### src/rtl/bos_spi_slave.sv
// bos_spi_slave
//
// SPI slave (CPOL=1, CPHA=0) in front of a 2^ADDR_W x 16-bit register file.
// A frame is 24 bits, MSB first: R/W (1 = read), 7-bit address, 16-bit data.
// Every SPI pin is oversampled by the system clock, so sck must run at
// least SCK_DIV_MIN times slower than clk.
//
// Optional feature macro: BOS_SPI_SLAVE_ABORT_CNT_EN
//   defined   : abort_cnt counts aborted frames and saturates at 8'hFF
//   undefined : abort_cnt is tied to 8'h00 and no counter is built
//
// Ports
//   clk, rst   system clock, asynchronous active-high reset
//   sl         SPI chip select, active-low
//   sck        SPI clock, idles high
//   sdio_i     sampled value of the bidirectional data pin
//   sdio_o     data driven on the pin during the read phase
//   sdio_oe    pin drive enable (tristate buffer lives outside this block)
//   loc_addr   local read address
//   loc_data   local read data, one clk latency
//   wr_stb     one-clk pulse per committed SPI write
//   wr_addr    address of the last committed write
//   wr_data    data of the last committed write
//   abort_cnt  number of aborted frames (see macro above)

`timescale 1ns/1ps

module bos_spi_slave #(
    parameter int ADDR_W      = 4,
    parameter int SCK_DIV_MIN = 8
) (
    input  logic              clk,
    input  logic              rst,
    input  logic              sl,
    input  logic              sck,
    input  logic              sdio_i,
    output logic              sdio_o,
    output logic              sdio_oe,
    input  logic [ADDR_W-1:0] loc_addr,
    output logic [15:0]       loc_data,
    output logic              wr_stb,
    output logic [6:0]        wr_addr,
    output logic [15:0]       wr_data,
    output logic [7:0]        abort_cnt
);

    localparam int NUM_REGS = 1 << ADDR_W;

    // The read path takes 3 clk from an sck pin edge to an updated sdio_o,
    // which has to land before the master samples half an sck period later.
    if (SCK_DIV_MIN < 8) begin : g_bad_div
        $error("bos_spi_slave: SCK_DIV_MIN below 8 breaks read timing");
    end
    if (ADDR_W < 1 || ADDR_W > 7) begin : g_bad_addr_w
        $error("bos_spi_slave: ADDR_W must be between 1 and 7");
    end

    typedef enum logic [2:0] {
        IDLE,
        CMD,
        WR,
        RD,
        DONE
    } state_t;

    // Addresses above the implemented range are accepted on the wire but
    // never touch the register file.
    function automatic logic addr_in_range(input logic [6:0] a);
        return (a >> ADDR_W) == 7'd0;
    endfunction

    // ------------------------------------------------------------------
    // State
    // ------------------------------------------------------------------
    logic              sl_s1_q, sl_s1_d, sl_s2_q, sl_s2_d;
    logic              sck_s1_q, sck_s1_d, sck_s2_q, sck_s2_d, sck_s3_q, sck_s3_d;
    logic              sdio_s1_q, sdio_s1_d, sdio_s2_q, sdio_s2_d;
    logic [1:0]        sync_fill_q, sync_fill_d;
    logic              armed_q, armed_d;
    state_t            state_q, state_d;
    logic [4:0]        bit_cnt_q, bit_cnt_d;
    logic [22:0]       shift_in_q, shift_in_d;
    logic [15:0]       shift_out_q, shift_out_d;
    logic              sdio_o_q, sdio_o_d;
    logic              oe_q, oe_d;
    logic              wr_pend_q, wr_pend_d;
    logic              wr_stb_q, wr_stb_d;
    logic [6:0]        wr_addr_q, wr_addr_d;
    logic [15:0]       wr_data_q, wr_data_d;
    logic [15:0]       loc_data_q, loc_data_d;

    logic [15:0]       regs_q [NUM_REGS];
    logic              reg_we;
    logic [ADDR_W-1:0] reg_waddr;
    logic [15:0]       reg_wdata;

    logic              sck_fall;
    logic              sck_rise;
    logic [22:0]       shift_in_next;

    // The third sck stage exists only to turn the synchronised level into
    // edge strobes; sdio_s2 is aligned with sck_s2, so the data bit seen on
    // a falling-edge strobe was sampled together with that edge.
    assign sck_fall      = sck_s3_q & ~sck_s2_q;
    assign sck_rise      = ~sck_s3_q & sck_s2_q;
    assign shift_in_next = {shift_in_q[21:0], sdio_s2_q};

    // ------------------------------------------------------------------
    // Next-state logic for synchronisers, FSM, shifters and outputs
    // ------------------------------------------------------------------
    always_comb begin
        sl_s1_d     = sl;
        sl_s2_d     = sl_s1_q;
        sck_s1_d    = sck;
        sck_s2_d    = sck_s1_q;
        sck_s3_d    = sck_s2_q;
        sdio_s1_d   = sdio_i;
        sdio_s2_d   = sdio_s1_q;

        // sync_fill marks when sl_s2 holds a real pin sample instead of its
        // reset value; armed then requires a genuine high level on sl, so a
        // chip select already low at reset release never starts a frame.
        sync_fill_d = {sync_fill_q[0], 1'b1};
        armed_d     = armed_q | (sync_fill_q[1] & sl_s2_q);

        state_d     = state_q;
        bit_cnt_d   = bit_cnt_q;
        shift_in_d  = shift_in_q;
        shift_out_d = shift_out_q;
        sdio_o_d    = sdio_o_q;
        oe_d        = oe_q;
        wr_pend_d   = 1'b0;
        wr_stb_d    = 1'b0;
        wr_addr_d   = wr_addr_q;
        wr_data_d   = wr_data_q;
        reg_we      = 1'b0;
        reg_waddr   = '0;
        reg_wdata   = '0;

        loc_data_d  = regs_q[loc_addr];

        // The strobe trails the register write by one clk; the shift
        // register still holds the committed frame at that point.
        if (wr_pend_q) begin
            wr_stb_d  = 1'b1;
            wr_addr_d = shift_in_q[22:16];
            wr_data_d = shift_in_q[15:0];
        end

        case (state_q)
            IDLE: begin
                oe_d = 1'b0;
                if (armed_q && !sl_s2_q) begin
                    state_d   = CMD;
                    bit_cnt_d = '0;
                end
            end

            CMD, WR, RD: begin
                if (sl_s2_q) begin
                    state_d  = IDLE;
                    oe_d     = 1'b0;
                    sdio_o_d = 1'b0;
                end else begin
                    if (sck_fall) begin
                        shift_in_d = shift_in_next;
                        bit_cnt_d  = bit_cnt_q + 5'd1;

                        if (state_q == CMD && bit_cnt_q == 5'd7) begin
                            if (shift_in_next[7]) begin
                                state_d = RD;
                                shift_out_d = addr_in_range(shift_in_next[6:0])
                                            ? regs_q[shift_in_next[ADDR_W-1:0]]
                                            : 16'h0000;
                            end else begin
                                state_d = WR;
                            end
                        end

                        if (state_q != CMD && bit_cnt_q == 5'd23) begin
                            state_d = DONE;
                            if (state_q == WR && addr_in_range(shift_in_next[22:16])) begin
                                reg_we    = 1'b1;
                                reg_waddr = shift_in_next[ADDR_W+15:16];
                                reg_wdata = shift_in_next[15:0];
                                wr_pend_d = 1'b1;
                            end
                        end
                    end

                    // First rising edge in RD turns the driver on with data[15].
                    if (state_q == RD && sck_rise) begin
                        oe_d        = 1'b1;
                        sdio_o_d    = shift_out_q[15];
                        shift_out_d = {shift_out_q[14:0], 1'b0};
                    end
                end
            end

            DONE: begin
                // The last read bit stays on the pin until the master's
                // closing rising edge or until chip select goes away.
                if (sck_rise || sl_s2_q) begin
                    oe_d     = 1'b0;
                    sdio_o_d = 1'b0;
                end
                if (sl_s2_q) begin
                    state_d = IDLE;
                end
            end

            default: begin
                state_d  = IDLE;
                oe_d     = 1'b0;
                sdio_o_d = 1'b0;
            end
        endcase
    end

    // ------------------------------------------------------------------
    // Registers
    // ------------------------------------------------------------------
    always_ff @(posedge clk or posedge rst) begin
        if (rst) begin
            sl_s1_q     <= 1'b1;
            sl_s2_q     <= 1'b1;
            sck_s1_q    <= 1'b1;
            sck_s2_q    <= 1'b1;
            sck_s3_q    <= 1'b1;
            sdio_s1_q   <= 1'b0;
            sdio_s2_q   <= 1'b0;
            sync_fill_q <= 2'b00;
            armed_q     <= 1'b0;
            state_q     <= IDLE;
            bit_cnt_q   <= '0;
            shift_in_q  <= '0;
            shift_out_q <= '0;
            sdio_o_q    <= 1'b0;
            oe_q        <= 1'b0;
            wr_pend_q   <= 1'b0;
            wr_stb_q    <= 1'b0;
            wr_addr_q   <= '0;
            wr_data_q   <= '0;
            loc_data_q  <= '0;
        end else begin
            sl_s1_q     <= sl_s1_d;
            sl_s2_q     <= sl_s2_d;
            sck_s1_q    <= sck_s1_d;
            sck_s2_q    <= sck_s2_d;
            sck_s3_q    <= sck_s3_d;
            sdio_s1_q   <= sdio_s1_d;
            sdio_s2_q   <= sdio_s2_d;
            sync_fill_q <= sync_fill_d;
            armed_q     <= armed_d;
            state_q     <= state_d;
            bit_cnt_q   <= bit_cnt_d;
            shift_in_q  <= shift_in_d;
            shift_out_q <= shift_out_d;
            sdio_o_q    <= sdio_o_d;
            oe_q        <= oe_d;
            wr_pend_q   <= wr_pend_d;
            wr_stb_q    <= wr_stb_d;
            wr_addr_q   <= wr_addr_d;
            wr_data_q   <= wr_data_d;
            loc_data_q  <= loc_data_d;
        end
    end

    // Register file; loc_data samples it before a same-clk write lands.
    always_ff @(posedge clk or posedge rst) begin
        if (rst) begin
            for (int i = 0; i < NUM_REGS; i++) begin
                regs_q[i] <= 16'h0000;
            end
        end else if (reg_we) begin
            regs_q[reg_waddr] <= reg_wdata;
        end
    end

`ifdef BOS_SPI_SLAVE_ABORT_CNT_EN
    // An abort is chip select released while a frame is still in flight.
    logic       abort;
    logic [7:0] abort_cnt_q, abort_cnt_d;

    assign abort = sl_s2_q && (state_q == CMD || state_q == WR || state_q == RD);

    always_comb begin
        abort_cnt_d = abort_cnt_q;
        if (abort && abort_cnt_q != 8'hFF) begin
            abort_cnt_d = abort_cnt_q + 8'd1;
        end
    end

    always_ff @(posedge clk or posedge rst) begin
        if (rst) begin
            abort_cnt_q <= 8'h00;
        end else begin
            abort_cnt_q <= abort_cnt_d;
        end
    end

    assign abort_cnt = abort_cnt_q;
`else
    assign abort_cnt = 8'h00;
`endif

    // Chip select going high releases the pin in the same clk it is seen;
    // reset clears oe_q asynchronously.
    assign sdio_oe  = oe_q & ~sl_s2_q;
    assign sdio_o   = sdio_o_q;
    assign loc_data = loc_data_q;
    assign wr_stb   = wr_stb_q;
    assign wr_addr  = wr_addr_q;
    assign wr_data  = wr_data_q;

endmodule

### config.mk
export PLATFORM = sky130hd
export DESIGN_NAME = bos_spi_slave
export DESIGN_NICKNAME = d
export VERILOG_FILES = /design/src/rtl/bos_spi_slave.sv
export SDC_FILE = /design/constraint.sdc
export NUM_CORES = 1
export LEC_CHECK = 0
export ABC_AREA = 1
export CORE_UTILIZATION = 55
export DETAILED_ROUTE_END_ITERATION = 8
export GPL_TIMING_DRIVEN = 0
export HOLD_SLACK_MARGIN = 0.02
export PLACE_DENSITY_LB_ADDON = 0.2
export SLEW_MARGIN = 5
export SYNTH_ARGS = -nofsm -noshare
export SYNTH_HDL_FRONTEND = slang
export SYNTH_SLANG_ARGS = --single-unit
### constraint.sdc
create_clock -name clk -period 16.3 [get_ports clk]
set_clock_uncertainty 0.2 [all_clocks]
set_input_delay 3.26 -clock clk [delete_from_list [all_inputs] [get_ports clk]]
set_output_delay 3.26 -clock clk [all_outputs]
set_load 0.01 [all_outputs]
==> flow_summary.ini <==
[sta]
period_needed_ns = 5.819
rsz0062_at_grt = no
max_freq_mhz = 171.9
hold_viol = 0
setup_violations = 0
finalCritPeriodShare = 0.3570
slew_headroom = 0.02852
worst_slew_pin_slew_ns = 1.452
slew_viol_final = 0

[floorplanning]
initial_core_util = 0.5594
std_cell_rows = 68
die_w_um = 189.7
ios = 59
die_area_mm2 = 0.03597
die_height_um = 189.7
core_mm2 = 0.03463

[synthesis]
synth_edf_count = 0
yosys.area.top_type = dfrtp_1
synthesis.area_mm2 = 0.01937
ys_warn_count = 0
yosys_register_bits = 356
avgSynthCellArea_um2 = 7.373
synth_top_area_share = 0.4535
ys_types = 35
netlist_instances = 2627
synthTopCellsByArea = dfrtp_1, nand2_1, nand3_1, inv_1, o211ai_1
synth_common_cells = nand2_1, nand3_1, dfrtp_1, inv_1, a21oi_1
synth-seq-area-share = 0.4602
synth_most_common_cell = nand2_1
async_reset_ff_frac = 1.000
ys.flop_type = dfrtp_1

[placement]
gp_congestion = 1.088
numPortBuffers = 47
dp_hpwl_um = 65610
place_area_mm2 = 0.02053

[worst_setup_path]
cp-startpoint = loc_addr[1]
arrival_ns = 6.10
startpoint_type = input pin
worstSetupEndpointType = flip-flop
worstSetupPathType = in2reg
r2r_start = shift_in_q[0]$_DFFE_PP0P_
worstPathRequired_ns = 16.58
worstPathMaxFanout = 10

[grt]
grt_max_degree = 106
grt_pass1_vias = 19800
antenna_found_initial = 2
grt_pass1_wl_um = 132800
grt_usage = 0.5238
grt-ovfl-total = 0

[run_status]
outcome = completed

[drt]
drt-pass1-iter-count = 6
wl_met2_um = 37300
wl_met1_um = 32950
highest_layer = met5
wl_met3_um = 14490
wl_per_cell_um = 29.11
routed_wl_um = 93530
vias = 20960
drc = 0
drtIter0Drc = 3345
vias_per_cell = 6.523
antenna_left = 0

[worst_hold_path]
hold_class = reg2reg
min_from = sync_fill_q[0]$_DFF_PP0_

[final_layout]
regArea_mm2 = 0.008915
multi_input_area_mm2 = 0.008503
nFillCells = 3020
area_delta_synth_final_pct = 13.20
num-nets-final = 2737
drive_above_1_share = 0.07327
fin_util = 0.6332
fin_area_mm2 = 0.02193

[pwr]
power.density_mw_per_mm2 = 115.0
p_leak_nw = 10.92
ir_drop_mv = 0.1228

[clocking]
clock_latency_ns = 0.60
cts_setup_buffers = 0
cts_buffers = 41
cts-root-buf = clkbuf_16
clkTransAtPathRegs_ns = 0.06
htree_levels = 2
hold_buffers = 0
cts.sinks = 356
cts_tree = built
clockBufferDepth = 3
ctsResizeCount = 0

[run]
max-cap-violations = 0
==> metal layers <==
| metal | GRT usage | vias up |
|---|---|---|
| li1 | - | 8754 |
| met5 | 0.02198 | - |
| met1 | 0.6534 | 9850 |
| met3 | 0.2057 | 508 |
| met2 | 0.7167 | 1841 |
| met4 | 0.4163 | 4 |
==> report_power, final <==
part / switching, mW / internal [mW] / leakage (nW)
clock network: 0.402 / 0.580 / 0.694
logic: 0.464 / 0.140 / 5.33
registers: 0.0192 / 0.916 / 4.90
==> registers in the layout (all words and copies together) (netlist names), 2 cells and up <==
register	cells
sync_fill_q	2
shift_in_q	23
state_q	3
regs_q	256
bit_cnt_q	5
wr_addr	7
shift_out_q	16
wr_data	16
loc_data	16
==> cell usage in the layout, fill, tap and decap left out, drive strengths merged <==
| cell | synthesis | final |
|---|---|---|
| nand2 | 830 | 830 |
| nand3 | 484 | 484 |
| dfrtp | 351 | 351 |
| inv | 220 | 221 |
| clkbuf | 105 | 161 |
| a21oi | 151 | 151 |
| o21ai | 150 | 150 |
| buf | 110 | 113 |
| o211ai | 109 | 109 |
| nor2 | 87 | 87 |
| clkdlybuf4s50 | 0 | 47 |
| clkinv | 3 | 13 |
| conb | 2 | 9 |
| dfstp | 5 | 5 |
| nor3 | 5 | 5 |
| or2 | 4 | 4 |
| bufinv | 0 | 4 |
| nand4 | 2 | 2 |
| clkinvlp | 0 | 2 |
| diode | 0 | 1 |
| xnor2 | 1 | 1 |
| a21boi | 1 | 1 |
| mux2 | 1 | 1 |
| o22ai | 1 | 1 |
| xor2 | 1 | 1 |
| o31ai | 1 | 1 |
| o21bai | 1 | 1 |
| a22o | 1 | 1 |
| ha | 1 | 1 |
==> final cells by class <==
| type | instances | share of cell area |
|---|---|---|
| antenna | 1 | 0.0001141 |
| buffer | 215 | 0.05204 |
| clock buffer | 56 | 0.05495 |
| clock inverter | 17 | 0.008844 |
| inverter | 223 | 0.03852 |
| multi-input combinational | 1840 | 0.3878 |
| sequential | 356 | 0.4066 |
| tap | 455 | 0.02596 |
| timing repair buffer | 50 | 0.02522 |
==> worst paths after layout <==
check	endpoint	slack, ns	cells past startpoint
worst max register to register	shift_out_q[4]$_DFFE_PP0P_	12.64	9
worst max-delay path	loc_data[6]$_DFF_PP0_	10.48	7
worst min register to register	sync_fill_q[1]$_DFF_PP0_	0.15	0
min in group asynchronous	regs_q[76]$_DFFE_PP0P_	2.92	2
max in group asynchronous	bit_cnt_q[0]$_DFFE_PP0P_	11.61	4
worst min-delay path	sync_fill_q[1]$_DFF_PP0_	0.15	0
==> cell families after synthesis <==
group	count (synthesis)	share of synthesized area
other	2	0.0003877
AO/OA/AOI/OAI	415	0.1220
buffers and inverters	438	0.1021
flip-flops	356	0.4602
XOR/XNOR	2	0.0009045
adder cells (fa/ha/maj)	1	0.0006458
AND/OR/NAND/NOR	1412	0.3132
multiplexers	1	0.0005813
==> metrics by stage <==
| stage | hold slack [ns] | worst slack [ns] | cells | TNS [ns] | total power, mW |
|---|---|---|---|---|---|
| 2_1_floorplan | 0.1312 | 2.971 | 2634 | 0 | 1.254 |
| 3_3_place_gp | 0.1321 | -1.128 | 3136 | -378.30 | 1.495 |
| 3_5_place_dp | 0.1362 | 10.22 | 3139 | 0 | 1.505 |
| 4_1_cts | 0.1498 | 10.82 | 3212 | 0 | 2.468 |
| 5_1_grt | 0.1547 | 10.55 | 3212 | 0 | 2.559 |
| 6_report | 0.1475 | 10.48 | 3213 | 0 | 2.523 |
==> critical path, cell delays in order <==
cell      delay [ns]
clkbuf_1        0.50
clkbuf_1        0.61
clkbuf_1        0.74
o211ai_1        0.35
nand3_1         0.17
nand3_1         0.23
nand2_1         0.25
Power figures use the tool's default switching activity.
